===== config.mk =====
export PLATFORM = sky130hd
export DESIGN_NAME = sim_reset_sequencer
export DESIGN_NICKNAME = d
export VERILOG_FILES = /design/src/rtl/sim_seq_pkg.sv /design/src/rtl/sim_sat_counter.sv /design/src/rtl/sim_reset_sequencer.sv
export SDC_FILE = /design/constraint.sdc
export NUM_CORES = 1
export LEC_CHECK = 0
export ABC_AREA = 1
export CAP_MARGIN = 30
export CORE_MARGIN = 5
export CORE_UTILIZATION = 45
export DETAILED_ROUTE_END_ITERATION = 10
export PLACE_DENSITY = 0.68
export SLEW_MARGIN = 0
export SYNTH_ARGS = -nofsm -noshare
export SYNTH_HDL_FRONTEND = slang
export SYNTH_HIERARCHICAL = 1
export SYNTH_SLANG_ARGS = --single-unit

===== constraint.sdc =====
create_clock -name USER_CLK -period 2 [get_ports USER_CLK]
set_input_delay 0.2 -clock USER_CLK [delete_from_list [all_inputs] [get_ports USER_CLK]]
set_output_delay 0.2 -clock USER_CLK [all_outputs]
set_load 0.02 [all_outputs]

===== src/rtl/sim_seq_pkg.sv =====
// Shared types and constants for the staged reset sequencer.
// The message strings are only printed when SIM_SEQ_AUTO_FINISH_EN is defined.
package sim_seq_pkg;

  typedef enum logic [1:0] {
    ASSERT  = 2'd0,
    RELEASE = 2'd1,
    RUN     = 2'd2,
    TIMEOUT = 2'd3
  } seq_state_t;

  localparam int unsigned SIM_SEQ_CNT_W = 32;

  localparam string MSG_WDOG_TIMEOUT = "warn: watchdog timeout";
  localparam string MSG_MAX_CYCLES   = "warn: Max simulation cycles reached";

endpackage


===== src/rtl/sim_sat_counter.sv =====
// Up-counter that holds at all-ones; synchronous clear has priority over increment.
module sim_sat_counter #(
  parameter int unsigned WIDTH = 8
) (
  input  logic             clk,
  input  logic             rstn,
  input  logic             clr,
  input  logic             inc,
  output logic [WIDTH-1:0] count
);

  always_ff @(posedge clk or negedge rstn) begin
    if (!rstn) begin
      count <= '0;
    end else if (clr) begin
      count <= '0;
    end else if (inc && (count != '1)) begin
      count <= count + 1'b1;
    end
  end

endmodule


===== src/rtl/sim_reset_sequencer.sv =====
// Staged multi-channel reset release with idle watchdog and cycle limit (sticky flags).
// Define SIM_SEQ_AUTO_FINISH_EN to print a warning and call $finish when either flag first rises.
module sim_reset_sequencer #(
  parameter int unsigned NUM_CH      = 3,
  parameter int unsigned RESET_DELAY = 4,
  parameter int unsigned STAGE_GAP   = 2,
  parameter int unsigned WDOG_CYCLES = 16,
  parameter int unsigned MAX_CYCLES  = 1000,
  parameter int unsigned CNT_W       = sim_seq_pkg::SIM_SEQ_CNT_W
) (
  input  logic              USER_CLK,
  input  logic              USER_RSTN,
  input  logic              SOFT_RST_REQ,
  input  logic              ACTIVITY,
  output logic [NUM_CH-1:0] CH_RSTN,
  output logic [NUM_CH-1:0] CH_RST,
  output logic              ALL_RELEASED,
  output logic              TIMEOUT,
  output logic              MAX_REACHED,
  output logic [CNT_W-1:0]  CYCLE_COUNT,
  output logic [1:0]        STATE
);

  import sim_seq_pkg::*;

  localparam int unsigned DLY_MAX = RESET_DELAY + (NUM_CH - 1) * STAGE_GAP;
  localparam int unsigned DLY_W   = $clog2(DLY_MAX + 1);
  localparam int unsigned IDLE_W  = (WDOG_CYCLES == 0) ? 1 : $clog2(WDOG_CYCLES + 1);
  localparam logic [IDLE_W-1:0] WDOG_LAST = IDLE_W'((WDOG_CYCLES == 0) ? 0 : WDOG_CYCLES - 1);
  localparam logic [CNT_W-1:0]  MAX_LAST  = CNT_W'((MAX_CYCLES == 0) ? 0 : MAX_CYCLES - 1);

  seq_state_t        state_q, state_n;
  logic [NUM_CH-1:0] ch_rstn_q, ch_rstn_n;
  logic              all_q, all_n;
  logic              timeout_q, timeout_n;
  logic              max_q, max_n;
  logic [DLY_W-1:0]  dly_cnt;
  logic [IDLE_W-1:0] idle_cnt;
  logic [CNT_W-1:0]  cycle_cnt;
  logic [NUM_CH-1:0] stage_hit;
  logic              dly_clr, idle_clr, wdog_hit;

  // The delay counter keeps running through RELEASE, so channel k's release edge is a fixed count.
  assign dly_clr  = SOFT_RST_REQ || !(state_q inside {ASSERT, RELEASE});
  assign idle_clr = SOFT_RST_REQ || ACTIVITY || (state_q != RUN);
  assign wdog_hit = (WDOG_CYCLES != 0) && !ACTIVITY && (idle_cnt == WDOG_LAST);

  for (genvar k = 0; k < NUM_CH; k++) begin : g_stage
    assign stage_hit[k] = (dly_cnt == DLY_W'(RESET_DELAY - 1 + k * STAGE_GAP));
  end

  sim_sat_counter #(.WIDTH(DLY_W)) u_dly_cnt (
    .clk   (USER_CLK),
    .rstn  (USER_RSTN),
    .clr   (dly_clr),
    .inc   (1'b1),
    .count (dly_cnt)
  );

  sim_sat_counter #(.WIDTH(IDLE_W)) u_idle_cnt (
    .clk   (USER_CLK),
    .rstn  (USER_RSTN),
    .clr   (idle_clr),
    .inc   (1'b1),
    .count (idle_cnt)
  );

  sim_sat_counter #(.WIDTH(CNT_W)) u_cycle_cnt (
    .clk   (USER_CLK),
    .rstn  (USER_RSTN),
    .clr   (1'b0),
    .inc   (1'b1),
    .count (cycle_cnt)
  );

  always_comb begin
    state_n   = state_q;
    ch_rstn_n = ch_rstn_q;
    all_n     = all_q;
    timeout_n = timeout_q;
    max_n     = max_q | ((MAX_CYCLES != 0) && (cycle_cnt == MAX_LAST));
    unique case (state_q)
      ASSERT: begin
        if (!SOFT_RST_REQ && stage_hit[0]) begin
          ch_rstn_n[0] = 1'b1;
          if (NUM_CH == 1) begin
            state_n = RUN;
            all_n   = 1'b1;
          end else begin
            state_n = RELEASE;
          end
        end
      end
      RELEASE: begin
        if (SOFT_RST_REQ) begin
          state_n   = ASSERT;
          ch_rstn_n = '0;
          all_n     = 1'b0;
        end else begin
          ch_rstn_n = ch_rstn_q | stage_hit;
          if (stage_hit[NUM_CH-1]) begin
            state_n = RUN;
            all_n   = 1'b1;
          end
        end
      end
      RUN: begin
        if (SOFT_RST_REQ) begin
          state_n   = ASSERT;
          ch_rstn_n = '0;
          all_n     = 1'b0;
        end else if (wdog_hit) begin
          state_n   = sim_seq_pkg::TIMEOUT;
          timeout_n = 1'b1;
        end
      end
      default: ;
    endcase
  end

  always_ff @(posedge USER_CLK or negedge USER_RSTN) begin
    if (!USER_RSTN) begin
      state_q   <= ASSERT;
      ch_rstn_q <= '0;
      all_q     <= 1'b0;
      timeout_q <= 1'b0;
      max_q     <= 1'b0;
    end else begin
      state_q   <= state_n;
      ch_rstn_q <= ch_rstn_n;
      all_q     <= all_n;
      timeout_q <= timeout_n;
      max_q     <= max_n;
    end
  end

  assign CH_RSTN      = ch_rstn_q;
  assign CH_RST       = ~ch_rstn_q;
  assign ALL_RELEASED = all_q;
  assign TIMEOUT      = timeout_q;
  assign MAX_REACHED  = max_q;
  assign CYCLE_COUNT  = cycle_cnt;
  assign STATE        = state_q;

`ifdef SIM_SEQ_AUTO_FINISH_EN
  logic [CNT_W-1:0] cycle_nxt;
  assign cycle_nxt = (cycle_cnt == '1) ? cycle_cnt : cycle_cnt + 1'b1;

  // Reports the count as it will read after this edge, matching the flag that rises here.
  always @(posedge USER_CLK) begin
    if (USER_RSTN) begin
      if (timeout_n && !timeout_q) $display("%s (cycle %0d)", MSG_WDOG_TIMEOUT, cycle_nxt);
      if (max_n && !max_q) $display("%s (cycle %0d)", MSG_MAX_CYCLES, cycle_nxt);
      if ((timeout_n && !timeout_q) || (max_n && !max_q)) $finish;
    end
  end
`endif

endmodule


==> results of run 1 <==
[worst max-delay path: stages (launching register included)]
cell	delay, ns
dfrtp_1	0.40
ha_1	0.24
nand2_2	0.10
nor2_4	0.04
nand2_4	0.09
nor2_8	0.04
buf_4	0.15
nand2_4	0.09
nand2_8	0.08
nand2_4	0.07
clkinv_2	0.29
nand2_1	0.16
nand2_1	0.06
[synthesized netlist by cell type, types with 2 or more instances]
library cell,instances,share of area [%]
conb_1,2,0.22
inv_2,10,1.1
nor2_4,5,1.6
dfrtp_1,49,36
nand2_4,4,1.3
a21oi_2,2,0.51
o21bai_1,3,0.66
nand4_1,12,2.2
nor2_2,6,1.1
nand3_1,48,7.0
o21ai_1,12,1.7
a21oi_1,6,0.87
xor2_1,6,1.5
nand2_2,10,1.8
ha_1,8,2.9
xnor2_1,4,1.0
buf_6,4,1.3
nor3_1,3,0.44
nor2_1,78,8.5
nand2_1,175,19
o21ai_0,6,0.87
inv_1,50,5.5
clkbuf_1,2,0.22
[sequential cells by signal (all words and copies together), names as in the netlist]
| signal | cells |
|---|---|
| STATE | 2 |
| MAX_REACHED | 1 |
| u_dly_cnt/count | 4 |
| u_cycle_cnt/count | 32 |
| ALL_RELEASED | 1 |
| TIMEOUT | 1 |
| u_idle_cnt/count | 5 |
| CH_RSTN | 3 |
[power by group]
part	switching (uW)	total [uW]	leakage, uW	internal (uW)
Sequential	3.73	1000	0.000662	996
Combinational	94.5	139	0.00141	44.6
Clock	359	767	0.0000585	409
Total	457	1910	0.00213	1450
[worst max path at each step]
stage | to | slack, ns | cells after the start | start
6_report | u_cycle_cnt/count[8]$_DFFE_PN0P_ | 0.07 | 12 | u_cycle_cnt/count[0]$_DFFE_PN0P_
4_1_cts | u_cycle_cnt/count[6]$_DFFE_PN0P_ | 0.08 | 12 | u_cycle_cnt/count[0]$_DFFE_PN0P_
5_1_grt | u_cycle_cnt/count[24]$_DFFE_PN0P_ | 0.007 | 12 | u_cycle_cnt/count[0]$_DFFE_PN0P_
3_3_place_gp | u_cycle_cnt/count[29]$_DFFE_PN0P_ | -0.05 | 8 | u_cycle_cnt/count[0]$_DFFE_PN0P_
2_1_floorplan | u_cycle_cnt/count[13]$_DFFE_PN0P_ | 0.21 | 12 | u_cycle_cnt/count[1]$_DFFE_PN0P_
3_5_place_dp | u_cycle_cnt/count[6]$_DFFE_PN0P_ | 0.1 | 12 | u_cycle_cnt/count[0]$_DFFE_PN0P_
[through the flow]
step                      instances  hold WS (ns)
final                           709         0.367
after global routing            709         0.412
after CTS                       709         0.383
after detailed placement        700         0.183
after global placement          699         0.180
after floorplan                 523       -0.0956
[area by class of cell]
cell class	count	area (um^2)
Clock buffer	7	86.3
Clock inverter	1	30.0
Fill cell	682	2910
Inverter	61	230
Multi-Input combinational cell	405	1950
Sequential cell	49	1230
Tap cell	99	124
Timing Repair Buffer	87	778
[metal layers]
layer / track usage, % / up-vias
li1: - / 1786
met1: 25.0 / 1587
met2: 34.6 / 83
met3: 3.59 / 13
met4: 5.43 / 0
met5: 0 / -
[kinds of logic after synthesis]
group / Yosys count / share of synthesized area [%]
AND/OR/NAND/NOR: 347 / 45.2
adder cells (fa/ha/maj): 8 / 2.92
other: 2 / 0.219
AO/OA/AOI/OAI: 30 / 4.89
flip-flops: 49 / 35.7
XOR/XNOR: 10 / 2.55
buffers and inverters: 69 / 8.46
[repair_timing]
action,CTS,global route
buffers inserted,0,0
endpoints found under the setup margin,0,5
hold buffers,1,0
gates resized for setup,0,1
endpoints found under the hold margin,17,0
==> run_results.csv, run 1 <==
group,metric,value,unit
outcome,run_status,"finished clean",
clocking,max-clock-path-buffers,2,
pwr,power.total,1910,uW
drt,wl,9220,um
grt,grt_overflow,0,
floorplanning,initial_core_util,46.8,%
cells_and_area,final_layout_size_suffix_gt1_share,14.6,%
critical_path,worstPathRequired,2.19,ns
grt,grt_usage,19.8,%
placement,pre_cts_ws,0.0975,ns
placement,portBuffers,46,
critical_path,worstRegToRegCells,12,
synth,synth-edff-count,0,
floorplanning,core,7330,um^2
cells_and_area,final_area,4420,um^2
clocking,root_buffer,"clkbuf_8",
synth,synthCells,515,
min_path,min_path_type,"in2async",
synth,ys_ff_latch,49,
clocking,cts_tree,"built",
cells_and_area,final_cell_mix,"nand2_1, nor2_1, inv_1",
timing,fin_crit,1.93,ns
placement,dpl_cell_area,4290,um^2
grt,grt_pass1_wl,15600,um
synth,yosysSeqAreaShare,35.7,%
floorplanning,die_area,9470,um^2
grt,grt_max_degree,33,
pwr,powerDensity,431,nW/um^2
synth,synth.distinct_cells,33,
timing,skew,0.0109,ns
timing,finalWorstSetupSlack,0.0727,ns
cells_and_area,nNetsFinal,621,
drt,vias_per_cell,4.89,
grt,antenna_found_initial,0,
pwr,irDropWorstVdd,245,uV
floorplanning,io-pin-count,47,
cells_and_area,antenna_cells,0,
timing,rsz0062_at_grt,"no",
synth,yosysWarnings,6,
pwr,p_leak,0.00213,uW
clocking,insertion_delay,0.31,ns
floorplanning,die_h,97.3,um
critical_path,r2r-start,"u_cycle_cnt/count[0]$_DFFE_PN0P_",
critical_path,critPathCaptureType,"flip-flop",
drt,met2_length,4410,um
floorplanning,die_w,97.3,um
timing,tns,0,ns
placement,gp_congestion,0.883,
clocking,cts_buffers,5,
cells_and_area,mostFrequentLayoutCell,"nand2_1",
critical_path,rr_endpoint,"u_cycle_cnt/count[8]$_DFFE_PN0P_",
clocking,h-tree-depth,2,
critical_path,ff2ff_setup_slack,0.07,ns
drt,highest_layer,"met4",
timing,clock.fmax,519,MHz
drt,postRouteAntennaNets,0,
synth,synth_flop_cell,"dfrtp_1",
synth,synthArstFlopShare,100,%
timing,setup_viol,0,
critical_path,cp-start-kind,"flip-flop",
clocking,clock-sinks,49,
synth,synth.avg_cell_area,6.66,um^2
critical_path,critPathMaxFanout,21,
clocking,clk_pin_slew,0.10,ns
drt,wl_met1,4260,um
timing,hold_viol,0,
drt,drtIter0Drc,191,
placement,dp_hpwl,7010,um
run,cap_violations,0,
drt,wl_met3,366,um
grt,grt_pass1_vias,3400,
critical_path,crit_arrival,2.12,ns
critical_path,worstSetupPathType,"reg2reg",
timing,final_max_slew_viol_count,0,
drt,wl_per_cell,13.0,um
drt,drc,0,
synth,syn-cell-area,3430,um^2
drt,firstDrtPassIters,4,
floorplanning,rows,31,
cells_and_area,syn_to_final_growth,28.8,%
timing,finalCritPeriodShare,96.4,%
cells_and_area,final_util,60.3,%
drt,vias,3469,
(Power assumes the default switching activity.)
==> run 2: changes to the inputs <==
ABC_AREA = unset   (was 1)
PLACE_DENSITY = 0.69   (was 0.68)
==> run 2 against run 1 <==
Against the previous run: utilization up 3.0 points; synthesized cell count is 40% lower; flip-flop and latch count unchanged; routed wire length fell by 15%; fmax fell by 1.5%; critical endpoint is now u_cycle_cnt/count[31]$_DFFE_PN0P_; first-iteration DRC count decreased by 51%; die area shrank 13%; power up 43%; combinational power rose to 5.4 times the previous value; cell area decreased by 9.1%; final cell count is 32% lower; non-clock buffer count up 2.
==> run_results.csv, run 2 <==
group,metric,value,unit
floorplanning,rows,29,
floorplanning,core,6350,um^2
cells_and_area,syn_to_final_growth,37.3,%
timing,fin_crit,1.96,ns
grt,grt_usage,19.2,%
pwr,irDropWorstVdd,745,uV
clocking,clock-sinks,49,
drt,wl_met1,3520,um
cells_and_area,mostFrequentLayoutCell,"dfrtp_1",
synth,ys_ff_latch,49,
drt,wl_per_cell,16.1,um
grt,grt_pass1_wl,13000,um
critical_path,critPathMaxFanout,11,
placement,portBuffers,46,
floorplanning,initial_core_util,46.1,%
drt,wl_met3,336,um
synth,yosysWarnings,6,
synth,synth_top_area_cell,"dfrtp_1",
timing,hold_viol,0,
drt,firstDrtPassIters,4,
outcome,run_status,"finished clean",
critical_path,worstPathRequired,2.20,ns
synth,synthCells,307,
critical_path,slowest_stage,"dfrtp_2",
drt,vias,2722,
clocking,cts_buffers,5,
cells_and_area,fillers,541,
drt,met2_length,3850,um
clocking,max-clock-path-buffers,2,
timing,tns,0,ns
timing,worstMarginPinSlew,0.592,ns
timing,setup_viol,0,
critical_path,critPathMaxStageDelay,0.41,ns
drt,vias_per_cell,5.61,
grt,grt_overflow,0,
cells_and_area,nNetsFinal,419,
pwr,power.total,2730,uW
grt,grt_max_degree,29,
floorplanning,die_area,8220,um^2
synth,synth_flop_cell,"dfrtp_1",
timing,finalCritPeriodShare,97.8,%
drt,highest_layer,"met4",
cells_and_area,largest_registers,"u_cycle_cnt/count x32, u_idle_cnt/count x5, u_dly_cnt/count x4",
pwr,powerDensity,680,nW/um^2
synth,synth.distinct_cells,58,
timing,slew_headroom,60.6,%
timing,finalWorstSetupSlack,0.0434,ns
clocking,clk_pin_slew,0.10,ns
timing,clock.fmax,511,MHz
clocking,root_buffer,"clkbuf_8",
placement,dp_hpwl,5620,um
placement,pre_cts_ws,0.0170,ns
synth,yosysSeqAreaShare,41.9,%
synth,synth-edff-count,0,
clocking,cts_tree,"built",
run,cap_violations,0,
placement,dpl_cell_area,3830,um^2
critical_path,crit_top_cell,"nor4_4",
synth,yosys-top-cells-area,"dfrtp_1, nor2_1, ha_1",
grt,antenna_found_initial,0,
timing,skew,0.00745,ns
cells_and_area,final_layout_size_suffix_gt1_share,20.3,%
drt,postRouteAntennaNets,0,
critical_path,worstSetupPathType,"reg2reg",
drt,wl,7830,um
cells_and_area,final_area,4020,um^2
clocking,insertion_delay,0.31,ns
synth,synth.avg_cell_area,9.54,um^2
timing,rsz0062_at_grt,"yes",
critical_path,crit_path_cell_trace,"ha_1 > nand4_1 > nor4_4 > a21o_4 > nor4_4 > mux2_2",
clocking,h-tree-depth,2,
floorplanning,io-pin-count,47,
cells_and_area,antenna_cells,0,
drt,drc,0,
synth,synthArstFlopShare,100,%
placement,gp_congestion,0.820,
synth,synth_top_area_share,41.9,%
timing,final_max_slew_viol_count,0,
synth,synthMostInstantiatedCell,"dfrtp_1",
cells_and_area,final_cell_mix,"dfrtp_1, clkdlybuf4s50_1, buf_4",
floorplanning,die_w,90.7,um
synth,syn-cell-area,2930,um^2
cells_and_area,final_util,63.3,%
cells_and_area,largest-register,"u_cycle_cnt/count",
grt,grt_pass1_vias,2593,
pwr,p_leak,0.00178,uW
critical_path,cp-start-kind,"flip-flop",
drt,drtIter0Drc,94,
floorplanning,die_h,90.7,um
min_path,min_path_type,"in2async",
cells_and_area,largest_reg_flops,32,
critical_path,critPathCaptureType,"flip-flop",
critical_path,crit_arrival,2.16,ns
synth,yosys-top-cells-count,"dfrtp_1, nor2_1, nand2_1",
## run 2: cell count changes after synthesis, sizes merged, moves of 10 or more
cell   change
nor2      -54
nor4      +11
inv       -45
nand2    -173
nand3     -34
and3      +10
## run 2: through the flow
step | cells | hold slack, ns
6_report | 485 | 0.414
5_1_grt | 485 | 0.463
4_1_cts | 485 | 0.418
3_5_place_dp | 476 | 0.228
3_3_place_gp | 476 | 0.224
2_1_floorplan | 319 | -0.0956
## run 2: logic make-up after synthesis
family	after synthesis	share of synthesized area (%)
and+or+nand+nor	146	29.3
xor gates and xnor gates	15	4.49
other	2	0.257
buffers and inverters	23	3.20
muxes	11	4.32
AOI/OAI and AO/OA	53	13.1
DFF	49	41.9
adders and majority gates	8	3.42
## run 2: timing repair
| item | 4_1_cts | 5_1_grt |
|---|---|---|
| resized for setup | 3 | 5 |
| hold buffers | 1 | 0 |
| endpoints found under the setup margin | 2 | 10 |
| endpoints found under the hold margin | 22 | 0 |
| buffers inserted | 0 | 0 |
## run 2: critical path, delay by kind of cell (launching register included)
kind	cells	cell delay, ns
simple gates	3	0.53
flops	1	0.41
mux	1	0.37
compound gates	1	0.28
fa+ha+maj	1	0.24
## run 2: layout make-up
cell class | count | area, um^2 | area share, %
multi-input combinational | 247 | 1710 | 42.6
sequential | 49 | 1230 | 30.6
timing repair buffer | 89 | 793 | 19.7
tap | 77 | 96.3 | 2.40
clock buffer | 5 | 68.8 | 1.71
clock inverter | 3 | 65.1 | 1.62
inverter | 15 | 56.3 | 1.40
## run 2: metal layers
metal  global-route usage (%)  vias up
met5                        0        -
met4                     5.09        0
met3                     4.33       11
met2                     32.0       75
met1                     25.1     1334
li1                         -     1302
## run 2: where the power goes
part           internal (uW)  leakage (uW)  total [uW]  switching, uW
clock                    497     0.0000681         855            358
combinational            334       0.00104         750            416
sequential              1050      0.000673        1130           72.6
total                   1890       0.00178        2730            846
## run 2: worst paths after layout
check / from / to / slack (ns) / cells past startpoint
setup / recovery: u_cycle_cnt/count[0]$_DFFE_PN0P_ / u_cycle_cnt/count[31]$_DFFE_PN0P_ / 0.04 / 6
hold / removal: USER_RSTN / u_cycle_cnt/count[5]$_DFFE_PN0P_ / 0.41 / 2
setup reg to reg: u_cycle_cnt/count[0]$_DFFE_PN0P_ / u_cycle_cnt/count[31]$_DFFE_PN0P_ / 0.04 / 6
hold reg to reg: TIMEOUT$_DFFE_PN0P_ / TIMEOUT$_DFFE_PN0P_ / 0.49 / 1
max in group asynchronous: USER_RSTN / CH_RSTN[1]$_DFFE_PN0P_ / 1.02 / 3
min in group USER_CLK: TIMEOUT$_DFFE_PN0P_ / TIMEOUT$_DFFE_PN0P_ / 0.49 / 1
==> run 3: changes to the inputs <==
MAX_ROUTING_LAYER = met4   (was unset)
==> run 3 against run 2 <==
Against the previous run: global-route usage grew 0.47 points; non-clock buffer count unchanged; sequential power hardly changed; power down 0.30%; count of clock-buffer cells in the layout stayed put; critical path depth stayed put; clock skew fell by 0.00074 ns; flip-flop and latch count did not move; highest routed layer unchanged.
==> run_results.csv, run 3 (synthesized netlist as in run 2, its figures left out) <==
group,metric,value,unit
clocking,postCtsSetupBuffers,0,
timing,fin_crit,1.95,ns
critical_path,ff2ff_setup_slack,0.05,ns
critical_path,critPathMaxFanout,7,
pwr,p_leak,0.00178,uW
clocking,clock-sinks,49,
grt,grt_pass1_vias,2594,
cells_and_area,final_util,63.3,%
clocking,cts_buffers,5,
floorplanning,core,6350,um^2
critical_path,rr_endpoint,"u_cycle_cnt/count[3]$_DFFE_PN0P_",
cells_and_area,mostFrequentLayoutCell,"dfrtp_1",
timing,rsz0062_at_grt,"yes",
clocking,clk_pin_slew,0.09,ns
clocking,h-tree-depth,2,
placement,dp.cells,476,
critical_path,r2r-start,"u_cycle_cnt/count[19]$_DFFE_PN0P_",
floorplanning,initial_core_util,46.1,%
floorplanning,io-pin-count,47,
clocking,cts_tree,"built",
timing,finalWorstSetupSlack,0.0477,ns
clocking,root_buffer,"clkbuf_8",
cells_and_area,largest_reg_flops,32,
clocking,insertion_delay,0.31,ns
cells_and_area,fillers,541,
cells_and_area,largest-register,"u_cycle_cnt/count",
grt,grt_overflow,0,
timing,skew,0.00672,ns
pwr,p_sw,838,uW
drt,wl_per_cell,16.1,um
critical_path,worstRegToRegCells,6,
timing,clock.fmax,512,MHz
pwr,p_int,1890,uW
grt,grt_usage,19.7,%
cells_and_area,seq_area,1230,um^2
cells_and_area,final_cell_mix,"dfrtp_1, clkdlybuf4s50_1, buf_4",
cells_and_area,instances_no_fill,485,
critical_path,worstSetupPathType,"reg2reg",
cells_and_area,final_layout_size_suffix_gt1_share,20.3,%
placement,gp_congestion,0.833,
placement,dp_hpwl,5620,um
cells_and_area,syn_to_final_growth,37.3,%
pwr,power_frac_clock,31.0,%
timing,hold_viol,0,
outcome,run_status,"finished clean",
floorplanning,die_w,90.7,um
drt,postRouteAntennaNets,0,
placement,pre_cts_ws,0.0170,ns
pwr,power.total,2720,uW
timing,hold-worst-slack,0.422,ns
floorplanning,die_h,90.7,um
pwr,switching_share,30.8,%
critical_path,worstPathRequired,2.20,ns
drt,vias,2700,
grt,grt_max_degree,29,
critical_path,crit_arrival,2.16,ns
timing,finalCritPeriodShare,97.6,%
run,cap_violations,0,
cells_and_area,largest_registers,"u_cycle_cnt/count x32, u_idle_cnt/count x5, u_dly_cnt/count x4",
floorplanning,die_area,8220,um^2
clocking,max-clock-path-buffers,2,
drt,vias_per_cell,5.57,
drt,wl,7790,um
floorplanning,rows,29,
cells_and_area,antenna_cells,0,
min_path,min_path_type,"in2async",
placement,portBuffers,46,
cells_and_area,nNetsFinal,419,
critical_path,critPathCaptureType,"flip-flop",
drt,firstDrtPassIters,4,
grt,antenna_found_initial,0,
drt,drc,0,
timing,worstMarginPinSlew,0.598,ns
drt,drtIter0Drc,97,
timing,slew_headroom,60.2,%
pwr,powerDensity,678,nW/um^2
grt,grt_pass1_wl,13000,um
critical_path,cp-start-kind,"flip-flop",
pwr,pwr-share-comb,27.6,%
pwr,sequentialPowerShare,41.4,%
cells_and_area,multi_input_area,1710,um^2
timing,setup_viol,0,
timing,final_max_slew_viol_count,0,
pwr,irDropWorstVdd,743,uV
[run 3: cell counts in the layout (fill, tap and decap cells not counted)]
No cell type changed its count.
[run 3: power groups by stage]
stage	sequential [uW]	combinational, uW	clock (uW)
finish	1130	751	845
global route	1140	837	919
CTS	1130	744	867
detailed placement	1140	738	0
global placement	1150	724	0
floorplan	1200	415	0
[run 3: timing repair]
action | 4_1_cts | 5_1_grt
hold buffers | 1 | 0
setup endpoints to repair | 2 | 10
pin swaps | 0 | 0
gates resized for setup | 3 | 5
endpoints found under the hold margin | 22 | 0
cloned | 0 | 0
[run 3: per-layer routing]
layer	part of all wire [%]	track usage (%)	up-vias
li1	-	-	1303
met1	45	25.2	1324
met2	49	32.0	62
met3	3.5	2.75	11
met4	1.7	6.58	0
met5	0	-	-
[run 3: worst max-delay path by stage]
stage / from / end / slack [ns] / cells past startpoint
6_report: u_cycle_cnt/count[19]$_DFFE_PN0P_ / u_cycle_cnt/count[3]$_DFFE_PN0P_ / 0.05 / 6
4_1_cts: u_cycle_cnt/count[0]$_DFFE_PN0P_ / u_cycle_cnt/count[31]$_DFFE_PN0P_ / 0.01 / 6
5_1_grt: u_cycle_cnt/count[19]$_DFFE_PN0P_ / u_cycle_cnt/count[3]$_DFFE_PN0P_ / -0.02 / 6
3_5_place_dp: u_cycle_cnt/count[0]$_DFFE_PN0P_ / u_cycle_cnt/count[29]$_DFFE_PN0P_ / 0.02 / 6
3_3_place_gp: u_cycle_cnt/count[0]$_DFFE_PN0P_ / u_cycle_cnt/count[27]$_DFFE_PN0P_ / 0.09 / 6
2_1_floorplan: u_cycle_cnt/count[0]$_DFFE_PN0P_ / u_cycle_cnt/count[31]$_DFFE_PN0P_ / 0.003 / 7
[run 3: final cells by class]
| cell class | instances | area share [%] |
|---|---|---|
| inverters | 15 | 1.40 |
| multi-input cells | 247 | 42.6 |
| well taps | 77 | 2.40 |
| clock buffers | 5 | 1.71 |
| flip-flops and latches | 49 | 30.6 |
| clock inverters | 3 | 1.62 |
| repair buffers | 89 | 19.7 |
[run 3: per-stage QoR]
stage	setup TNS [ns]	area, um^2
2_1_floorplan	0	2990
3_3_place_gp	0	3830
3_5_place_dp	0	3830
4_1_cts	0	3990
5_1_grt	-0.0294	4020
6_report	0	4020
[run 3: critical path, cell delays in order, from the launching register on]
cell	delay, ns
dfrtp_1	0.41
nand4_1	0.28
nor4_4	0.35
buf_4	0.18
a31oi_4	0.13
and3_4	0.22
mux2_4	0.28
==> RTL change 1: new RTL, flow settings as in run 3 <==
The parameter `NUM_CH` goes from 3 to 6.
--- a/src/rtl/sim_reset_sequencer.sv
+++ b/src/rtl/sim_reset_sequencer.sv
@@ -3,3 +3,3 @@
 module sim_reset_sequencer #(
-  parameter int unsigned NUM_CH      = 3,
+  parameter int unsigned NUM_CH      = 6,
   parameter int unsigned RESET_DELAY = 4,
Ports: changed (resized CH_RST and CH_RSTN); port bits go from 47 to 53. The function was not compared with the original's and may differ.
==> RTL change 1 against run 3 <==
  * Setup slack better by 0.051 ns
  * Sequential cell count increased by 3
  * Cell count grew 5.8%
  * Power shrank 7.2%
  * Critical path depth is 1 higher
  * Design area rose by 3.7%
  * Clock skew increased by 0.00082 ns
  * Routed wire length decreased by 2.0%
  * Synthesized area grew 3.5%
  * Clock power fell by 27%
  * Critical path type unchanged
==> RTL change 1: results (changes against run 3) <==
Status
  – Status: finished, final reports clean (unchanged)

Global routing
  – GRT Util Overall: 18.8% (was 19.7%)
  – First-pass GRT wire length: 12.7 mm (was 13.0 mm)
  – GR met3 Demand/Resource: 4.10% (was 2.75%)
  – Gr ovfl total: 0 (unchanged)
  – Vias in the first global route: 2,682 (was 2,594)
  – Routing usage on met1: 23.7% (was 25.2%)
  – Pin count of the biggest net entering global routing: 31 (was 29)
  – Met2 Use GR: 31.1% (was 32.0%)

Power
  – P_int: 1.72 mW (was 1.89 mW)
  – Combinational Power: 0.721 mW (was 0.751 mW)
  – Switching power total: 0.805 mW (was 0.838 mW)
  – Reg power frac: 47.0% (was 41.4%)
  – Leak: 1.82 nW (was 1.78 nW)
  – Max IR drop VDD: 0.709 mV (was 0.743 mV)

Logic synthesis
  – XOR/XNOR share of the synthesized area: 4.34% (was 4.49%)
  – Sequential area share after synthesis: 43.0% (was 41.9%)
  – Synth area leaders: dfrtp_1 43%, nor2_1 4.8%, ha_1 3.3% (was dfrtp_1 42%, nor2_1 4.6%, ha_1 3.4%)
  – Synth top cells by count: 52 x dfrtp_1, 39 x nor2_1, 19 x inv_1 (was 49 x dfrtp_1, 36 x nor2_1, 17 x nand2_1)
  – Mux cell area share after synthesis: 4.50% (was 4.32%)
  – Compound-Gate Fraction of Synth Area: 12.0% (was 13.1%)
  – Synth cell types: 56 (was 58)
  – Adder-cell share of the synthesized area: 3.30% (was 3.42%)

Final layout
  – Antenna fix cells: 0 (unchanged)
  – NumNets Final: 444 (was 419)
  – Share of cells above drive strength 1: 19.6% (was 20.3%)

Route
  – Met1 WL: 3.42 mm (was 3.53 mm)
  – DR WL met3: 306 um (was 276 um)
  – DR iter-0 viols: 96 (was 97)
  – Max layer used: met4 (unchanged)

Setup path
  – Worst r2r src: u_cycle_cnt/count[0]$_DFFE_PN0P_ (was u_cycle_cnt/count[19]$_DFFE_PN0P_)
  – CP Max Fanout: 4 (was 7)
  – CP max stage cell: dfrtp_2 (was dfrtp_1)
  – CP peak stage delay: 0.37 ns (was 0.41 ns)
  – Worst EP arrival: 2.10 ns (was 2.16 ns)
  – R2R Setup Slk: 0.1 ns (was 0.05 ns)

Placement
  – Post-Place Worst Slack: -0.0148 ns (was 0.0170 ns)
  – Global placer's final weighted congestion: 0.854 (was 0.833)
  – Post-DP HPWL: 5.62 mm (about the same)
  – Number of buffers added on ports: 52 (was 46)

STA
  – Worst slew pin tran: 0.548 ns (was 0.598 ns)
  – Worst Clk Skew: 0.00754 ns (was 0.00672 ns)
[RTL change 1: cell types whose count changed in the layout (fill, tap and decap cells not counted), moves of 3 or more]
cell / delta
buf_4: +3
clkdlybuf4s50_1: +6
inv_1: +4
nor2_1: +3
[RTL change 1: worst max path at each step]
| stage | from | to | slack [ns] | depth (start not counted) |
|---|---|---|---|---|
| after floorplan | u_cycle_cnt/count[0]$_DFFE_PN0P_ | u_cycle_cnt/count[31]$_DFFE_PN0P_ | 0.003 | 7 |
| after global placement | u_cycle_cnt/count[0]$_DFFE_PN0P_ | u_cycle_cnt/count[27]$_DFFE_PN0P_ | 0.03 | 6 |
| after detailed placement | u_cycle_cnt/count[0]$_DFFE_PN0P_ | u_cycle_cnt/count[31]$_DFFE_PN0P_ | -0.01 | 6 |
| after CTS | u_cycle_cnt/count[0]$_DFFE_PN0P_ | u_cycle_cnt/count[31]$_DFFE_PN0P_ | 0.03 | 6 |
| after global routing | u_cycle_cnt/count[0]$_DFFE_PN0P_ | u_cycle_cnt/count[3]$_DFFE_PN0P_ | -0.005 | 7 |
| final | u_cycle_cnt/count[0]$_DFFE_PN0P_ | u_cycle_cnt/count[3]$_DFFE_PN0P_ | 0.1 | 7 |
[RTL change 1: per-stage QoR]
stage | hold WS [ns] | area [um2] | util, % | instances
CTS | 0.421 | 4110 | 61.6 | 511
detailed placement | 0.217 | 4010 | 60.1 | 502
finish | 0.410 | 4170 | 62.4 | 513
floorplan | -0.0956 | 3090 | - | 334
global route | 0.451 | 4170 | 62.4 | 513
global placement | 0.218 | 4010 | 60.1 | 502
[RTL change 1: cell type report]
type / instances / share of cell area (%)
multi-input cells: 255 / 41.3
flip-flops and latches: 52 / 31.3
repair buffers: 98 / 21.0
well taps: 80 / 2.40
clock buffers: 8 / 2.16
inverters: 20 / 1.80
==> RTL change 2: new RTL, config.mk and constraints of run 3 <==
Made on the original files. Put a register stage on the output `CYCLE_COUNT`, cleared by the reset. The value now appears one clock later. The other outputs are not delayed to match.
--- a/src/rtl/sim_reset_sequencer.sv
+++ b/src/rtl/sim_reset_sequencer.sv
@@ -141,3 +141,9 @@
   assign MAX_REACHED  = max_q;
-  assign CYCLE_COUNT  = cycle_cnt;
+  always_ff @(posedge USER_CLK or negedge USER_RSTN) begin
+    if (!USER_RSTN) begin
+      CYCLE_COUNT <= '0;
+    end else begin
+      CYCLE_COUNT <= cycle_cnt;
+    end
+  end
   assign STATE        = state_q;
Check against the original RTL: not equivalent (Yosys sat finds a counterexample within 4 cycles, from zero or initial values and one cycle with USER_RSTN low).
==> RTL change 2 against run 3 <==
  * Worst hold slack got worse by 0.093 ns
  * Design area increased by 24%
  * Setup slack got worse by 0.00093 ns
  * Utilization decreased by 2.3 points
  * Routed wire length increased by 8.6%
  * Synthesized cell count increased by 9.4%
  * Synthesized area increased by 28%
  * Die area increased by 25%
  * Sequential cell count increased by 32
  * Power increased by 42%
  * Largest power group unchanged
==> RTL change 2: results (changes against run 3) <==
Placement
  – Global placer's final weighted congestion: 0.829 (was 0.833)
  – Placed Area: 0.00468 mm2 (was 0.00383 mm2)
  – Post-DP HPWL: 6.06 mm (was 5.62 mm)
  – Post-Place Worst Slack: -0.00939 ns (was 0.0170 ns)
  – Post-Place Cells: 535 (was 476)

Power
  – Power per cell area: 773 mW/mm2 (was 678 mW/mm2)
  – Clock power share: 37.7% (was 31.0%)
  – Leak: 2.30 nW (was 1.78 nW)
  – P_int: 2.85 mW (was 1.89 mW)
  – Max IR drop VDD: 0.395 mV (was 0.743 mV)
  – Combinational Power: 0.645 mW (was 0.751 mW)

Clocking
  – CTS root buf: clkbuf_8 (unchanged)
  – CTS buffer count: 9 (was 5)
  – H-tree depth: 3 (was 2)
  – Post-CTS Setup Bufs: 0 (unchanged)
  – Post-CTS sizing: 1 (was 3)
  – Clk_lat worst skew: 0.35 ns (was 0.31 ns)

Final layout
  – Share of cells above drive strength 1: 21.2% (was 20.3%)
  – Inverters: 16 (was 15)
  – Clk cell area share: 5.07% (was 3.33%)
  – Seq area share: 40.7% (was 30.6%)
  – Sequential cell count: 81 (was 49)
  – Clock buffers: 10 (was 5)
  – Multi-input combinational area share: 33.9% (was 42.6%)
  – Largest registers: CYCLE_COUNT (32), u_cycle_cnt/count (32), u_idle_cnt/count (5) (was u_cycle_cnt/count (32), u_idle_cnt/count (5), u_dly_cnt/count (4))
  – NumNets Final: 455 (was 419)
  – Number of non-clock buffers: 92 (was 89)
  – FILL cells: 675 (was 541)
  – Multi-input gates: 243 (was 247)
  – Non-clk buf share: 16.5% (was 19.7%)

STA
  – Setup violations, final: 0 (unchanged)
  – Smallest hold slack: 0.329 ns (was 0.422 ns)
  – Period utilization: 97.7% (was 97.6%)

Global routing
  – Routing usage on met1: 22.1% (was 25.2%)
  – Initial antenna violation count: 0 (unchanged)
  – Vias in the first global route: 3,044 (was 2,594)
  – GR met3 Demand/Resource: 3.86% (was 2.75%)
  – Met2 Use GR: 30.4% (was 32.0%)
  – GRT Util Overall: 18.1% (was 19.7%)
  – Pin count of the biggest net entering global routing: 52 (was 29)

Route
  – Vias post-DR: 2,902 (was 2,700)
  – Vias/cell: 5.25 (was 5.57)
  – DR iter-0 viols: 149 (was 97)
  – WL per Instance: 15.3 um (was 16.1 um)

Logic synthesis
  – Synth top cells by count: 81 x dfrtp_1, 36 x nor2_1, 17 x a21oi_1 (was 49 x dfrtp_1, 36 x nor2_1, 17 x nand2_1)
  – Avg Inst Size Synth: 11.1 um2 (was 9.54 um2)
  – Sequential area share after synthesis: 54.1% (was 41.9%)
  – Synth area leaders: dfrtp_1 54%, nor2_1 3.6%, ha_1 2.7% (was dfrtp_1 42%, nor2_1 4.6%, ha_1 3.4%)

Setup path
  – CP peak stage delay: 0.47 ns (was 0.41 ns)
  – Worst EP arrival: 2.22 ns (was 2.16 ns)
  – CP Max Fanout: 5 (was 7)

Status
  – Status: finished, final reports clean (unchanged)

Floorplanning
  – DIE WIDTH: 101 um (was 90.7 um)
[RTL change 2: worst register-to-register path: cells and delay by family (launching register included)]
kind | cells | cell delay [ns]
adders and majority gates | 1 | 0.19
buffers and inverters | 1 | 0.14
and+or+nand+nor | 3 | 0.72
AOI/OAI and AO/OA | 2 | 0.44
DFF | 1 | 0.39
[RTL change 2: path summary, 6_finish.rpt]
path / from / to / cells after the start
worst max-delay path: u_cycle_cnt/count[0]$_DFFE_PN0P_ / u_cycle_cnt/count[21]$_DFFE_PN0P_ / 7
worst min-delay path: USER_RSTN / u_idle_cnt/count[4]$_DFFE_PN0P_ / 2
worst max register to register: u_cycle_cnt/count[0]$_DFFE_PN0P_ / u_cycle_cnt/count[21]$_DFFE_PN0P_ / 7
worst min register to register: u_cycle_cnt/count[9]$_DFFE_PN0P_ / CYCLE_COUNT[9]$_DFF_PN0_ / 0
max in group asynchronous: USER_RSTN / u_cycle_cnt/count[12]$_DFFE_PN0P_ / 3
min in group USER_CLK: u_cycle_cnt/count[9]$_DFFE_PN0P_ / CYCLE_COUNT[9]$_DFF_PN0_ / 0
[RTL change 2: cell families (layout without fill, tap and decap cells)]
logic type / count (synthesis) / in the layout / share of synthesized area (%)
flops: 81 / 81 / 54.1
simple gates: 140 / 140 / 22.7
buf+inv: 25 / 124 / 2.91
xor+xnor: 15 / 15 / 3.51
compound gates: 52 / 53 / 9.96
other cells: 2 / 14 / 0.201
mux: 13 / 13 / 3.91
fa+ha+maj: 8 / 8 / 2.67
[RTL change 2: layer usage]
layer,up-vias,wire length (um)
met1,1395,3600
met3,12,401
met4,0,78
met2,85,4380
met5,-,0
li1,1410,-
